### src/rtl/bus_pkg.sv
// Shared definitions for the serial bus: transfer-phase encoding and counter sizing,
// common to the arbiter, master port and slave port.
package bus_pkg;

    typedef enum logic [1:0] {
        IDLE  = 2'd0,
        ADDR  = 2'd1,
        WDATA = 2'd2,
        RDATA = 2'd3
    } bus_state_t;

    // Bits needed to hold any value 0..n.
    function automatic int cnt_width(input int n);
        return $clog2(n + 1);
    endfunction

endpackage

### src/rtl/slave_mem.sv
// Word storage behind the slave port: one write port, and a read port whose word is
// captured into the port's read shifter on the same clock edge that presents the address.
module slave_mem #(
    parameter int ADDR_WIDTH = 6,
    parameter int DATA_WIDTH = 8
) (
    input  logic                  i_clk,
    input  logic                  i_we,
    input  logic [ADDR_WIDTH-1:0] i_waddr,
    input  logic [DATA_WIDTH-1:0] i_wdata,
    input  logic [ADDR_WIDTH-1:0] i_raddr,
    output logic [DATA_WIDTH-1:0] o_rdata
);

    // Contents deliberately survive reset.
    logic [DATA_WIDTH-1:0] r_mem [2**ADDR_WIDTH];

    always_ff @(posedge i_clk) begin
        if (i_we) begin
            r_mem[i_waddr] <= i_wdata;
        end
    end

    assign o_rdata = r_mem[i_raddr];

endmodule

### src/rtl/slave_port.sv
// Serial bus slave: shifts in address and write data MSB first, streams read data
// MSB first with no backpressure, and supports fixed-length bursts with address wrap.
module slave_port
    import bus_pkg::*;
#(
    parameter int ADDR_WIDTH = 6,
    parameter int DATA_WIDTH = 8,
    parameter int BURST_LEN  = 4
) (
    input  logic clk,
    input  logic reset,
    input  logic address,
    input  logic data,
    input  logic valid,
    input  logic write_en,
    input  logic burst,
    output logic ready,
    output logic data_out,
    output logic valid_out
);

    localparam int CW = cnt_width((ADDR_WIDTH > DATA_WIDTH) ? ADDR_WIDTH : DATA_WIDTH);
    localparam int WW = $clog2(BURST_LEN) + 1;
    localparam logic [CW-1:0] ADDR_LAST  = CW'(ADDR_WIDTH - 1);
    localparam logic [CW-1:0] DATA_LAST  = CW'(DATA_WIDTH - 1);
    localparam logic [WW-1:0] BURST_LAST = WW'(BURST_LEN - 1);

    bus_state_t            r_state;
    logic                  r_ready;
    logic                  r_vout;
    logic                  r_wr;
    logic                  r_burst;
    logic [ADDR_WIDTH-1:0] r_addr;
    logic [DATA_WIDTH-1:0] r_wsh;
    logic [DATA_WIDTH-1:0] r_rsh;
    logic [CW-1:0]         r_cnt;
    logic [WW-1:0]         r_wcnt;

    logic [ADDR_WIDTH-1:0] w_addr_shift;
    logic [DATA_WIDTH-1:0] w_wword;
    logic [ADDR_WIDTH-1:0] w_raddr;
    logic [DATA_WIDTH-1:0] w_rdata;
    logic                  w_addr_last;
    logic                  w_is_wr;
    logic                  w_more;
    logic                  w_we;

    assign w_addr_shift = (r_addr << 1) | ADDR_WIDTH'(address);
    assign w_wword      = (r_wsh << 1) | DATA_WIDTH'(data);
    // r_cnt is 0 in IDLE, so a 1-bit address completes on the very first sample.
    assign w_addr_last  = ((r_state == IDLE) || (r_state == ADDR)) && (r_cnt == ADDR_LAST);
    assign w_is_wr      = (r_state == IDLE) ? write_en : r_wr;
    assign w_more       = r_burst && (r_wcnt != BURST_LAST);
    assign w_we         = (r_state == WDATA) && valid && (r_cnt == DATA_LAST);
    assign w_raddr      = (r_state == RDATA) ? (r_addr + ADDR_WIDTH'(1)) : w_addr_shift;

    slave_mem #(
        .ADDR_WIDTH(ADDR_WIDTH),
        .DATA_WIDTH(DATA_WIDTH)
    ) u_mem (
        .i_clk  (clk),
        .i_we   (w_we),
        .i_waddr(r_addr),
        .i_wdata(w_wword),
        .i_raddr(w_raddr),
        .o_rdata(w_rdata)
    );

    always_ff @(posedge clk) begin
        if (reset) begin
            r_state <= IDLE;
            r_ready <= 1'b0;
            r_vout  <= 1'b0;
            r_wr    <= 1'b0;
            r_burst <= 1'b0;
            r_addr  <= '0;
            r_wsh   <= '0;
            r_rsh   <= '0;
            r_cnt   <= '0;
            r_wcnt  <= '0;
        end else begin
            case (r_state)
                IDLE, ADDR: begin
                    r_ready <= 1'b1;
                    if (valid) begin
                        if (r_state == IDLE) begin
                            r_wr    <= write_en;
                            r_burst <= burst;
                        end
                        r_addr <= w_addr_shift;
                        if (w_addr_last) begin
                            r_cnt  <= '0;
                            r_wcnt <= '0;
                            if (w_is_wr) begin
                                r_state <= WDATA;
                            end else begin
                                r_state <= RDATA;
                                r_ready <= 1'b0;
                                r_vout  <= 1'b1;
                                r_rsh   <= w_rdata;
                            end
                        end else begin
                            r_state <= ADDR;
                            r_cnt   <= r_cnt + CW'(1);
                        end
                    end
                end
                WDATA: begin
                    if (valid) begin
                        r_wsh <= w_wword;
                        if (r_cnt == DATA_LAST) begin
                            r_cnt <= '0;
                            if (w_more) begin
                                r_wcnt <= r_wcnt + WW'(1);
                                r_addr <= r_addr + ADDR_WIDTH'(1);
                            end else begin
                                r_state <= IDLE;
                            end
                        end else begin
                            r_cnt <= r_cnt + CW'(1);
                        end
                    end
                end
                RDATA: begin
                    // The next burst word loads as the last bit of the current one leaves.
                    if (r_cnt == DATA_LAST) begin
                        r_cnt <= '0;
                        if (w_more) begin
                            r_wcnt <= r_wcnt + WW'(1);
                            r_addr <= r_addr + ADDR_WIDTH'(1);
                            r_rsh  <= w_rdata;
                        end else begin
                            r_state <= IDLE;
                            r_ready <= 1'b1;
                            r_vout  <= 1'b0;
                            r_rsh   <= '0;
                        end
                    end else begin
                        r_cnt <= r_cnt + CW'(1);
                        r_rsh <= r_rsh << 1;
                    end
                end
                default: r_state <= IDLE;
            endcase
        end
    end

    assign ready     = r_ready;
    assign valid_out = r_vout;
    assign data_out  = r_rsh[DATA_WIDTH-1];

endmodule
### config.mk
export PLATFORM = sky130hd
export DESIGN_NAME = slave_port
export DESIGN_NICKNAME = d
export VERILOG_FILES = /design/src/rtl/bus_pkg.sv /design/src/rtl/slave_mem.sv /design/src/rtl/slave_port.sv
export SDC_FILE = /design/constraint.sdc
export NUM_CORES = 1
export LEC_CHECK = 0
export CAP_MARGIN = 20
export CELL_PAD_IN_SITES_DETAIL_PLACEMENT = 1
export CELL_PAD_IN_SITES_GLOBAL_PLACEMENT = 2
export CORE_UTILIZATION = 35
export DETAILED_ROUTE_END_ITERATION = 7
export GPL_ROUTABILITY_DRIVEN = 0
export PLACE_DENSITY = 0.7
export SLEW_MARGIN = 0
export SYNTH_ARGS = -nofsm -noshare
export SYNTH_HDL_FRONTEND = slang
export SYNTH_SLANG_ARGS = --single-unit
### constraint.sdc
create_clock -name clk -period 3.33 [get_ports clk]
set_input_delay 0.4995 -clock clk [delete_from_list [all_inputs] [get_ports clk]]
set_output_delay 0.4995 -clock clk [all_outputs]
set_load 0.03 [all_outputs]
==> reports/metrics.csv, run 1 <==
stage;metric;value;unit
run;cap_viol_max_count;0;
logic_synthesis;syn-num-nets;1839;
drt;ant_nets;0;
global_route;grt_max_degree;68;
finish;num-fill-cells;7302;
drt;wl_met1;35990;um
worst_setup_path;cp-end-kind;flop;
worst_setup_path;worstPathRequired;3890;ps
floorplanning;fp.coreArea;0.07149;mm2
worst_setup_path;reg2reg_depth;8;
worst_setup_path;crit_cells;8;
logic_synthesis;yosys_warnings;0;
timing;hold_ws;467.6;ps
global_route;grt_pass1_vias;18060;
worst_setup_path;critPathMaxFanout;67;
place;dp_hpwl;52210;um
timing;finalSetupViolCount;0;
finish;nets;1947;
timing;slew_headroom;0.2772;
finish;syn_to_final_growth;15.32;%
worst_setup_path;cp-start-kind;flop;
worst_setup_path;reg2reg_to;r_rsh[6]$_SDFFE_PP0P_;
floorplanning;initial_utilization;0.3538;
clock_network;clk_pin_slew;60;ps
logic_synthesis;seq_area_frac_synth;0.6349;
drt;routed.top_layer;met4;
logic_synthesis;ys.flop_type;edfxtp_1;
worst_setup_path;arrival;3820;ps
drt;wl_met2;38640;um
place;io_buffer_count;9;
global_route;grt_remaining_overflow;0;
power_and_ir_drop;irDropWorstVdd;0.0003748;V
power_and_ir_drop;p_leak;9.928;nW
logic_synthesis;syn_area_per_cell;13.84;um2
drt;dr.pass1.iters;7;
drt;wl_met3;3547;um
drt;wirelength;80530;um
finish;stdcell_area;0.02916;mm2
finish;final_util;0.4080;
floorplanning;fp.dieH;270.8;um
worst_setup_path;endpoint;r_rsh[6]$_SDFFE_PP0P_;
worst_setup_path;cp.buffers_inverters;1;
timing;period_share;0.9778;
logic_synthesis;synth_edf_count;512;
drt;vias_per_cell;5.819;
clock_network;htreeDepth;2;
logic_synthesis;ys_types;75;
clock_network;clock-root-buffer;clkbuf_16;
worst_setup_path;cpMaxStageDelayCell;a2111oi_0;
floorplanning;rows;98;
worst_setup_path;reg2reg_from;r_addr[0]$_SDFFE_PP0P_;
clock_network;holdBufCountCts;0;
timing;fin_crit;3256;ps
clock_network;clk_latency;620;ps
timing;fmax;307.1;MHz
drt;initialDrtViolationCount;1482;
floorplanning;die_w;270.8;um
clock_network;numCtsBuffers;58;
worst_setup_path;reg2reg_slack;70;ps
finish;layout.cells.non_filler;2929;
timing;hold_viol;0;
worst_setup_path;startpoint;r_addr[0]$_SDFFE_PP0P_;
timing;drv_slew;0;
status;outcome;complete, no violations;
drt;drc;0;
global_route;grtUsageTotal;0.2175;
global_route;grt_pass1_wl;119100;um
clock_network;cts_setup_buffers;0;
clock_network;cts_tree;built;
finish;layout-drive-gt1-share;0.1699;
floorplanning;die_area;0.07333;mm2
place;dp.cells;2824;
place;place_area;0.02735;mm2
drt;wl_per_cell;27.49;um
power_and_ir_drop;p_per_area;500.2;mW/mm2
worst_setup_path;max_stage_delay;680;ps
clock_network;cts_buffer_depth;3;
worst_setup_path;crit_chain;ha_4 > buf_12 > mux2i_1 > a22oi_1 > nand3_1 > a31o_1 > a2111oi_0 > or3_1;
logic_synthesis;syn_inst;1827;
worst_hold_path;hold_path_class;primary input to flop;
timing;finClkSkew;26.39;ps
logic_synthesis;async_flop_share;0;
global_route;antenna_found_initial;4;
drt;routed-via-count;17040;
floorplanning;io_pins;10;
clock_network;clock-sinks;546;
timing;rsz0062_at_grt;no;
logic_synthesis;netlist_area;0.02529;mm2
worst_setup_path;worstSetupPathType;flop to flop;
worst_setup_path;cp_top_family;compound AO/OA/AOI/OAI gates;
timing;fin_tns_setup;0;ps
logic_synthesis;ys_seq_elements;546;
timing;worst_pin_slew;1084;ps
## stage by stage
stage               total power [W]  worst slack, ps
CTS                         0.01471            33.73
global placement           0.008517            83.44
detailed placement         0.008531           -4.042
finish                      0.01459            73.91
floorplan                  0.008180            695.8
global route                0.01498           0.7092
## sequential cells by signal, summed over array words and instances, names as in the netlist
register and flops:
r_wcnt 3, r_addr 6, r_rsh 8, ready 1
r_wsh 7, r_cnt 4, r_burst 1, r_state 2
valid_out 1, u_mem.r_mem 512, r_wr 1
## cell type report
cell class,count,area (um2),share of cell area
clock buffer,78,1618,0.05547
clock inverter,25,168.9,0.005792
antenna,1,2.502,0.00008581
inverter,9,33.78,0.001158
tap,950,1189,0.04076
multi-input combinational,1135,8511,0.2918
sequential,546,16070,0.5511
timing repair buffer,185,1570,0.05384
## synth_stat cells (all sizes together) (18+ instances only)
cell type  count  area [um2]
a21oi         30       161.4
nand3         77       395.4
nand2        119       469.2
a211oi        32       240.2
mux2i        309        3093
dfxtp         34       680.7
o22ai         21       131.4
a22oi        123       928.4
buf          100       595.6
nor2         121       469.2
and3          27       168.9
nor3          18       90.09
a221oi        22       198.9
mux2          23       259.0
a31oi         22       137.6
edfxtp       512       15370
clkbuf        37       138.9
## cells in the final DEF, fill, tap and decap left out, types with 15 or more instances in the layout
cell type / count
a211oi_1: 32
a21oi_1: 27
a221oi_1: 21
a22oi_1: 122
a31oi_1: 22
and3_1: 26
buf_4: 163
clkbuf_16: 59
dfxtp_1: 24
edfxtp_1: 512
mux2_2: 23
mux2i_1: 309
nand2_1: 116
nand3_1: 75
nor2_1: 117
nor3_1: 18
o21ai_0: 15
o22ai_1: 21
## power by group
group | switching, W | total [W] | internal [W]
Clock | 0.00267 | 0.00620 | 0.00353
Combinational | 0.000618 | 0.000968 | 0.000349
Sequential | 0.0000135 | 0.00742 | 0.00741
Total | 0.00330 | 0.0146 | 0.0113
## timing repair
action                                 CTS  global route
endpoints found under the hold margin    0             0
gates resized for setup                  1             2
pin swaps                                0             0
setup endpoints to repair                1             1
## worst min-delay path: stages
cell and delay [ps]:
clkdlybuf4s50_1 410, nand2_1 70, a21oi_1 50
## layer usage
layer,vias up,GRT usage
met5,-,0
met4,0,0.06988
met3,138,0.02565
met2,445,0.3626
met1,8975,0.2941
li1,7486,-
## how the worst min path moves through the flow
stage | cells after the start | slack [ps] | startpoint | end
4_1_cts | 3 | 430 | burst | r_burst$_SDFFE_PP0P_
2_1_floorplan | 2 | 460 | r_wcnt[2]$_SDFFE_PP0P_ | r_wcnt[2]$_SDFFE_PP0P_
5_1_grt | 3 | 480 | burst | r_burst$_SDFFE_PP0P_
3_3_place_gp | 2 | 480 | r_wcnt[2]$_SDFFE_PP0P_ | r_wcnt[2]$_SDFFE_PP0P_
3_5_place_dp | 2 | 490 | r_wcnt[2]$_SDFFE_PP0P_ | r_wcnt[2]$_SDFFE_PP0P_
6_report | 3 | 470 | burst | r_burst$_SDFFE_PP0P_
## logic make-up (layout without fill, tap and decap cells)
family,after synthesis,after routing,share of synthesized area
DFF,546,546,0.6349
and+or+nand+nor,420,420,0.07936
AOI/OAI and AO/OA,363,363,0.1092
muxes,343,343,0.1423
buffers and inverters,146,297,0.03038
adders and majority gates,5,5,0.002474
xor gates and xnor gates,4,4,0.001386
other,0,1,0
Power figures use the tool's default switching activity.
==> inputs of run 2 (changes only) <==
--- a/config.mk
+++ b/config.mk
@@ -8,10 +8,10 @@
 export CAP_MARGIN = 20
 export CELL_PAD_IN_SITES_DETAIL_PLACEMENT = 1
 export CELL_PAD_IN_SITES_GLOBAL_PLACEMENT = 2
-export CORE_UTILIZATION = 35
+export CORE_UTILIZATION = 45
 export DETAILED_ROUTE_END_ITERATION = 7
 export GPL_ROUTABILITY_DRIVEN = 0
-export PLACE_DENSITY = 0.7
+export PLACE_DENSITY = 0.84
 export SLEW_MARGIN = 0
 export SYNTH_ARGS = -nofsm -noshare
 export SYNTH_HDL_FRONTEND = slang
==> reports/metrics.csv, run 2 (same netlist as run 1, synthesis figures left out) <==
stage;metric;value;unit
status;outcome;complete, no violations;
clock_network;cts_setup_buffers;0;
power_and_ir_drop;p_per_area;518.0;mW/mm2
clock_network;cts_buffer_depth;3;
floorplanning;die_area;0.05715;mm2
clock_network;clk_latency;620;ps
finish;layout-drive-gt1-share;0.1691;
timing;fin_crit;3255;ps
floorplanning;fp.coreArea;0.05531;mm2
global_route;grt_pass1_vias;18180;
drt;ant_nets;0;
global_route;grt_pass1_wl;118200;um
place;io_buffer_count;9;
finish;largest_register;u_mem.r_mem;
clock_network;clock-root-buffer;clkbuf_16;
finish;final_util;0.5261;
floorplanning;die_w;239.1;um
worst_setup_path;cp-end-kind;flop;
clock_network;clock-sinks;546;
timing;worst_pin_slew;1088;ps
drt;initialDrtViolationCount;1761;
finish;final_common_cell;edfxtp_1;
place;dp.cells;2624;
power_and_ir_drop;irDropWorstVdd;0.0005316;V
power_and_ir_drop;p_leak;10.01;nW
floorplanning;fp.dieH;239.1;um
finish;largestRegisters;u_mem.r_mem: 512 flops, r_rsh: 8 flops, r_wsh: 7 flops;
global_route;grt_max_degree;78;
clock_network;numCtsBuffers;57;
drt;vias_per_cell;6.345;
timing;drv_slew;0;
timing;hold_ws;461.7;ps
timing;slew_headroom;0.2746;
worst_setup_path;cp-start-kind;flop;
finish;layout.cells.non_filler;2729;
finish;regArea;0.01607;mm2
drt;wl_per_cell;29.24;um
timing;finClkSkew;17.95;ps
clock_network;cts_tree;built;
timing;rsz0062_at_grt;no;
finish;largest_register_ffs;512;
drt;routed-via-count;17320;
drt;dr.pass1.iters;5;
clock_network;htreeDepth;2;
global_route;grtUsageTotal;0.2815;
global_route;grt_remaining_overflow;0;
global_route;antenna_found_initial;3;
finish;num-fill-cells;5488;
worst_setup_path;worstSetupPathType;flop to flop;
drt;wirelength;79790;um
worst_hold_path;hold_path_class;primary input to flop;
drt;drc;0;
finish;syn_to_final_growth;15.06;%
worst_setup_path;worstPathRequired;3780;ps
floorplanning;io_pins;10;
run;cap_viol_max_count;0;
finish;layout_common_cells;edfxtp_1, mux2i_1, buf_4;
worst_setup_path;arrival;3710;ps
timing;period_share;0.9775;
clock_network;clk_pin_slew;60;ps
finish;nets;1948;
timing;fmax;307.2;MHz
floorplanning;rows;86;
timing;finalSetupViolCount;0;
timing;hold_viol;0;
finish;multiInputGateArea;0.008511;mm2
finish;antennaDiodeCount;0;
floorplanning;initial_utilization;0.4572;
worst_setup_path;critPathMaxFanout;39;
place;dp_hpwl;52330;um
[run 2: cell types whose count changed in the layout (fill, tap and decap cells not counted), sizes merged]
cell	delta
clkbuf	-5
bufinv	+9
buf	+2
diode	-1
inv	-1
clkinv	-4
clkinvlp	+2
[run 2: layout make-up]
type                            instances  share of cell area
Sequential cell                       546              0.5522
Inverter                                9            0.001161
Clock buffer                           73             0.05177
Clock inverter                         31             0.01475
Multi-Input combinational cell       1135              0.2925
Tap cell                              748             0.03216
Timing Repair Buffer                  187             0.05543
[run 2: report_power, final]
group | switching, W | leakage [nW] | internal (W) | total, W
Combinational | 0.000598 | 4.07 | 0.000358 | 0.000956
Sequential | 0.0000145 | 5.00 | 0.00741 | 0.00742
Clock | 0.00267 | 0.941 | 0.00403 | 0.00670
Total | 0.00328 | 10.0 | 0.0118 | 0.0151
[run 2: layer usage]
metal	wire length, um	part of all wire	GRT usage	vias to the layer above
li1	-	-	-	7494
met1	32230	0.40	0.3630	8985
met2	39380	0.49	0.4782	660
met3	4926	0.062	0.03788	177
met4	3248	0.041	0.1148	0
met5	0	0	0	-
[run 2: stage by stage]
step                      worst slack [ps]  setup TNS (ps)  total power [W]  instance area [um2]
after global routing                 15.26               0          0.01540                29100
after floorplan                      695.8               0         0.008180                25290
final                                75.03               0          0.01507                29100
after CTS                            31.29               0          0.01514                29080
after global placement              -462.3          -750.5         0.008488                27130
after detailed placement             37.18               0         0.008512                27140
[run 2: critical path, cell delays in order, from the launching register on]
cell and delay (ps):
dfxtp_4 410, ha_4 380, buf_12 270, buf_4 310, mux2i_1 210, a22oi_1 100, and3_1 190, a31oi_1 300
o22ai_1 180, a2111oi_1 530, a311oi_1 190
[run 2: what timing repair did]
item                                    4_1_cts  5_1_grt
endpoints found under the setup margin        0        2
endpoints found under the hold margin         0        0
resized for setup                             0        2
hold buffers                                  0        0
[run 2: worst paths after layout]
kind	start	endpoint	slack (ps)	cells after the start
worst max-delay path	r_addr[0]$_SDFFE_PP0P_	r_rsh[1]$_SDFFE_PP0P_	80	10
worst min-delay path	burst	r_burst$_SDFFE_PP0P_	460	3
worst max register to register	r_addr[0]$_SDFFE_PP0P_	r_rsh[1]$_SDFFE_PP0P_	80	10
worst min register to register	r_wcnt[1]$_SDFFE_PP0P_	r_wcnt[1]$_SDFFE_PP0P_	500	2
